File: src/rtl/cast_pkg.sv
// Shared cast-fabric definitions: flit-type encodings carried in the top two
// flit bits and the sender's packet-tracking state.
package cast_pkg;

  localparam logic [1:0] FLIT_BODY = 2'b00;
  localparam logic [1:0] FLIT_TAIL = 2'b01;
  localparam logic [1:0] FLIT_HEAD = 2'b10;
  // 2'b11 is reserved: forwarded and credited like any flit, ignored by the FSM.

  typedef enum logic {
    IDLE   = 1'b0,
    IN_PKT = 1'b1
  } pkt_state_e;

endpackage

File: src/rtl/cast_in_fifo.sv
// First-word fall-through input FIFO for the cast credit sender: the oldest
// entry is always presented on dout while empty is low. DEPTH must be a power of 2 (>= 2).
module cast_in_fifo #(
  parameter int DW    = 32,
  parameter int DEPTH = 4
) (
  input  logic          clock,
  input  logic          reset,
  input  logic          push,
  input  logic [DW-1:0] din,
  input  logic          pop,
  output logic [DW-1:0] dout,
  output logic          full,
  output logic          empty
);

  localparam int AW = $clog2(DEPTH);
  localparam int PW = AW + 1;

  logic [DW-1:0] mem [DEPTH];
  logic [PW-1:0] wr_ptr;
  logic [PW-1:0] rd_ptr;

  // Pointers carry one wrap bit so full and empty can be told apart.
  always_ff @(posedge clock) begin
    if (reset) begin
      wr_ptr <= '0;
      rd_ptr <= '0;
    end else begin
      if (push && !full)
        wr_ptr <= wr_ptr + PW'(1);
      if (pop && !empty)
        rd_ptr <= rd_ptr + PW'(1);
    end
  end

  always_ff @(posedge clock) begin
    if (push && !full)
      mem[wr_ptr[AW-1:0]] <= din;
  end

  assign dout  = mem[rd_ptr[AW-1:0]];
  assign empty = (wr_ptr == rd_ptr);
  assign full  = (wr_ptr[AW] != rd_ptr[AW]) && (wr_ptr[AW-1:0] == rd_ptr[AW-1:0]);

endmodule

File: src/rtl/cast_credit_sender.sv
// Credit-based flit sender: buffers upstream flits, forwards them while credits
// remain, and flags packet-framing and credit-overflow violations on err_o.
// Optional whole-packet credit reservation for HEAD flits: CAST_CREDIT_PKT_GATE_EN.
`ifndef DW
`define DW 32
`endif
`ifndef BUFFER_ALLOC
`define BUFFER_ALLOC 8
`endif
`ifndef PKT_LEN
`define PKT_LEN 4
`endif

module cast_credit_sender
  import cast_pkg::*;
#(
  parameter int DW          = `DW,
  parameter int CREDIT_INIT = `BUFFER_ALLOC,
  parameter int PKT_LEN     = `PKT_LEN,
  parameter int IN_DEPTH    = 4,
  localparam int CW         = $clog2(CREDIT_INIT + 1)
) (
  input  logic          clk_i,
  input  logic          rst_i,
  input  logic          valid_i,
  input  logic [DW-1:0] data_i,
  output logic          ready_o,
  output logic          valid_o,
  output logic [DW-1:0] data_o,
  input  logic          ready_i,
  input  logic          credit_upd_i,
  output logic [CW-1:0] credit_cnt_o,
  output logic          err_o
);

  localparam int FW = $clog2(PKT_LEN + 1) + 1;

  logic          fifo_full;
  logic          fifo_empty;
  logic [DW-1:0] head;
  logic [1:0]    head_type;
  logic          accept;
  logic          send;
  logic          credit_ok;
  logic          credit_err;
  logic          fsm_err;
  logic [CW-1:0] credit_cnt;
  logic [FW-1:0] fcnt;
  logic [FW-1:0] fcnt_next;
  pkt_state_e    state;
  pkt_state_e    state_next;

  cast_in_fifo #(
    .DW    (DW),
    .DEPTH (IN_DEPTH)
  ) u_in_fifo (
    .clock (clk_i),
    .reset (rst_i),
    .push  (accept),
    .din   (data_i),
    .pop   (send),
    .dout  (head),
    .full  (fifo_full),
    .empty (fifo_empty)
  );

  assign head_type = head[DW-1:DW-2];
  assign ready_o   = !fifo_full && !rst_i;
  assign accept    = valid_i && ready_o;
  assign send      = valid_o && ready_i;
  assign data_o    = head;

`ifdef CAST_CREDIT_PKT_GATE_EN
  // A new packet only starts once the receiver can hold all of it.
  assign credit_ok = (state == IDLE && head_type == FLIT_HEAD)
                   ? (int'(credit_cnt) >= PKT_LEN)
                   : (credit_cnt != '0);
`else
  assign credit_ok = (credit_cnt != '0);
`endif

  assign valid_o      = !fifo_empty && credit_ok && !rst_i;
  assign credit_cnt_o = credit_cnt;
  assign credit_err   = credit_upd_i && !send && (credit_cnt == CW'(CREDIT_INIT));

  always_ff @(posedge clk_i) begin
    if (rst_i)
      credit_cnt <= CW'(CREDIT_INIT);
    else if (send && !credit_upd_i)
      credit_cnt <= credit_cnt - CW'(1);
    else if (credit_upd_i && !send && !credit_err)
      credit_cnt <= credit_cnt + CW'(1);
  end

  always_ff @(posedge clk_i) begin
    if (rst_i) begin
      state <= IDLE;
      fcnt  <= '0;
      err_o <= 1'b0;
    end else begin
      state <= state_next;
      fcnt  <= fcnt_next;
      if (fsm_err || credit_err)
        err_o <= 1'b1;
    end
  end

  // Framing is judged on flits actually sent; bad flits still go out.
  always_comb begin
    state_next = state;
    fcnt_next  = fcnt;
    fsm_err    = 1'b0;
    if (send) begin
      case (state)
        IDLE: begin
          if (head_type == FLIT_HEAD) begin
            state_next = IN_PKT;
            fcnt_next  = FW'(1);
          end else if (head_type == FLIT_BODY || head_type == FLIT_TAIL) begin
            fsm_err = 1'b1;
          end
        end
        IN_PKT: begin
          if (head_type == FLIT_HEAD) begin
            fsm_err   = 1'b1;
            fcnt_next = FW'(1);
          end else if (head_type == FLIT_BODY) begin
            if (fcnt != '1)
              fcnt_next = fcnt + FW'(1);
          end else if (head_type == FLIT_TAIL) begin
            state_next = IDLE;
            fcnt_next  = '0;
            fsm_err    = (int'(fcnt) + 1 != PKT_LEN);
          end
        end
      endcase
    end
  end

endmodule

File: config.mk
export PLATFORM = sky130hd
export DESIGN_NAME = cast_credit_sender
export DESIGN_NICKNAME = d
export VERILOG_FILES = /design/src/rtl/cast_pkg.sv /design/src/rtl/cast_in_fifo.sv /design/src/rtl/cast_credit_sender.sv
export SDC_FILE = /design/constraint.sdc
export NUM_CORES = 1
export LEC_CHECK = 0
export BUFFER_PORTS_ARGS = -buffer_cell sky130_fd_sc_hd__buf_2
export CAP_MARGIN = 25
export CORE_ASPECT_RATIO = 0.6
export CORE_MARGIN = 1.5
export CORE_UTILIZATION = 61
export DETAILED_ROUTE_END_ITERATION = 12
export HOLD_SLACK_MARGIN = 0.05
export PLACE_DENSITY = 0.84
export SYNTH_ARGS = -nofsm -noshare
export SYNTH_HDL_FRONTEND = slang
export SYNTH_SLANG_ARGS = --single-unit
File: constraint.sdc
create_clock -name clk_i -period 6.4 [get_ports clk_i]
set_clock_uncertainty 0.15 [all_clocks]
set_input_delay 0.96 -clock clk_i [delete_from_list [all_inputs] [get_ports clk_i]]
set_output_delay 0.96 -clock clk_i [all_outputs]
set_load 0.02 [all_outputs]
==> results.toml <==
[placement]
placed_area_um2 = 6170
dp_hpwl_um = 6165
place_worst_setup_slack_ns = 2.504
portBuffers = 75
gp_congestion = 0.7663

[synth]
synth-simple-area-share_pct = 4.068
syn_area_um2 = 5690
synthMuxAreaShare_pct = 13.37
synth-seq-cells = 146
synth_compound_area_share_pct = 3.584
synth_top_family_by_area = "multiplexers"
synth.distinct_cells = 47
yosysSeqAreaShare_pct = 73.88
synthXorXnorAreaFrac_pct = 1.539
yosysWarnings = 0
synth_edf_count = 128
ys.flop_type = "edfxtp_1"
synth.avg_cell_area_um2 = 19.76
yosys.area_share.adder_pct = 2.111
synth_cells = 288
syn_nets = 334
ys_async_sr_fraction_pct = 0

[clock_network]
cts_setup_buffers = 0
clk_latency_ns = 0.41
postCtsHoldBufs = 0
cts_resized = 0
cts-htree-levels = 4
cts_tree = "done"
clockBufferDepth = 2
numCtsBuffers = 17
clkTransAtPathRegs_ns = 0.06
clock-root-buffer = "clkbuf_16"
cts_sinks = 146

[drt]
post_drt_wl_per_cell_um = 21.71
topRoutingLayerUsed = "met4"
vias = 2987
ant_nets = 0
drtIter0Drc = 264
vias_per_cell = 5.974
wl_met3_um = 651
drc = 0
drt-total-wl_um = 10860
drt_pass1_iterations = 5
dr_wl_met2_um = 5212
met1_length_um = 4834

[sta]
setup_violations = 0
fin_ws_ns = 2.839
maxSlewViolCount = 0
fin_crit_ns = 3.561
relSlewSlack_pct = 38.55
tightest_slew_ns = 0.9217
final_hold_viol_count = 0
setup_tns_ns = 0
rsz0062_at_grt = "false"
fmax_ghz = 0.2809
fin_crit_sh_pct = 55.63

[setup_path]
path_class = "in -> reg"
cp.arrival_ns = 3.71
worstSetupEndpointType = "register"
crit_required_ns = 6.55
cp_max_fo = 23
cp-start-kind = "primary input"

[floorplan]
io_pins = 76
dieArea_um2 = 9936
die_w_um = 127.7
start_util_pct = 62.39
die_height_um = 77.82
row_count = 27
core_um2 = 9121

[power]
finalPower_mw = 2.130
leakage_nw = 2.323
power_density_nw_per_um2 = 318.7
max-vdd-ir-drop_mv = 0.2096

[job]
cap_viol_max_count = 0

[min_path]
hold_path.class = "reg -> reg"

[grt]
grt_max_degree = 34
grt-ovfl-total = 0
track_usage_pct = 24.30
grt_pass1_vias = 3154
grt_pass1_wl_um = 17060
antenna_found_initial = 0

[final_layout]
fillers = 545
antenna_cells = 0
nets = 417
area_growth_pct = 17.46
drive_gt1_share_pct = 37.24
final_area_um2 = 6684

[status]
status = "finished clean"
==> routing by layer <==
metal	vias up	GRT usage, %
met5	-	0
met2	115	37.68
met1	1519	32.85
li1	1336	-
met4	0	9.326
met3	17	7.655
==> critical path, cell delays in order <==
cell and delay (ns):
buf_2 0.24, a311oi_4 0.48, nand2_4 0.19, or2_2 0.34
inv_1 0.09, ha_1 0.24, a21o_1 0.17, a21oi_1 0.30
and4b_1 0.24, a31oi_1 0.04, a2111o_1 0.41
==> layout make-up <==
class / instances / area, um2 / share of cell area (%)
multi-input cells: 123 / 1409 / 21.08
repair buffers: 76 / 382.9 / 5.728
clock buffers: 30 / 504.2 / 7.544
inverters: 7 / 26.28 / 0.3931
flip-flops and latches: 146 / 4207 / 62.94
well taps: 116 / 145.1 / 2.171
clock inverters: 2 / 10.01 / 0.1498
==> where the power goes <==
part           switching, mW  internal (mW)  total, mW
sequential            0.0142           1.07       1.08
combinational          0.110         0.0742      0.185
clock                  0.340          0.526      0.866
total                  0.465           1.67       2.13
==> worst paths after layout <==
kind                        from               to  slack (ns)  depth (start not counted)
max                        rst_i  credit_cnt_o[3]        2.84                         11
min          u_in_fifo.rd_ptr[1]         register        0.38                          2
max reg2reg  u_in_fifo.wr_ptr[0]  credit_cnt_o[3]        2.92                         11
min reg2reg  u_in_fifo.rd_ptr[1]         register        0.38                          2
==> synth_stat cells, drive strengths merged (2+ instances only) <==
master | n | share of area (%)
a21oi | 5 | 0.44
a311oi | 2 | 0.62
a31oi | 2 | 0.22
and2 | 4 | 0.44
buf | 8 | 0.73
clkbuf | 4 | 0.26
dfxtp | 18 | 6.3
edfxtp | 128 | 68
ha | 8 | 1.8
inv | 7 | 0.46
mux2 | 2 | 0.53
mux4 | 32 | 13
nand2 | 8 | 0.66
nand2b | 3 | 0.33
nand3 | 5 | 0.44
nor2 | 11 | 0.73
nor3 | 2 | 0.18
o21ai | 4 | 0.35
o32ai | 2 | 0.31
or2 | 2 | 0.22
xnor2 | 6 | 0.92
xor2 | 4 | 0.62
==> cell families (layout without fill, tap and decap cells) <==
family | after synthesis | count (layout)
AOI/OAI and AO/OA | 26 | 26
xor gates and xnor gates | 10 | 10
adders and majority gates | 9 | 9
and+or+nand+nor | 43 | 43
DFF | 146 | 146
buffers and inverters | 19 | 115
muxes | 35 | 35
==> through the flow <==
stage | hold WS, ns | util (%) | cells
after global placement | 0.3317 | 67.64 | 468
after CTS | 0.3737 | 73.28 | 500
after detailed placement | 0.3568 | 67.64 | 468
after floorplan | 0.3171 | - | 288
after global routing | 0.3950 | 73.28 | 500
final | 0.3757 | 73.28 | 500
==> cell usage in the layout (no fill, tap or decap), types with 2 or more instances in the layout <==
cell type,netlist,routed
edfxtp_1,128,128
ha_1,8,8
clkinv_2,0,2
xor2_1,4,4
nand2b_1,3,3
mux2_4,2,2
clkbuf_1,4,10
dfxtp_1,18,16
clkbuf_16,0,17
and2_2,0,4
o32ai_1,2,2
nand2_1,7,7
xnor2_1,6,6
o21ai_0,4,4
nor3_1,2,2
or2_2,2,2
nand3_1,5,5
clkbuf_8,0,3
a31oi_1,2,2
inv_1,7,7
a21oi_1,5,5
mux4_2,32,32
dfxtp_2,0,2
buf_2,3,75
nor2_1,11,11
==> registers in the layout, indices dropped and copies added, names as in the netlist, named ones only <==
register and count:
fcnt 4, u_in_fifo.mem 128, u_in_fifo.rd_ptr 3, state 1, u_in_fifo.wr_ptr 3, err_o 1
credit_cnt_o 4
Note: power is estimated with default switching activity, not from simulation.
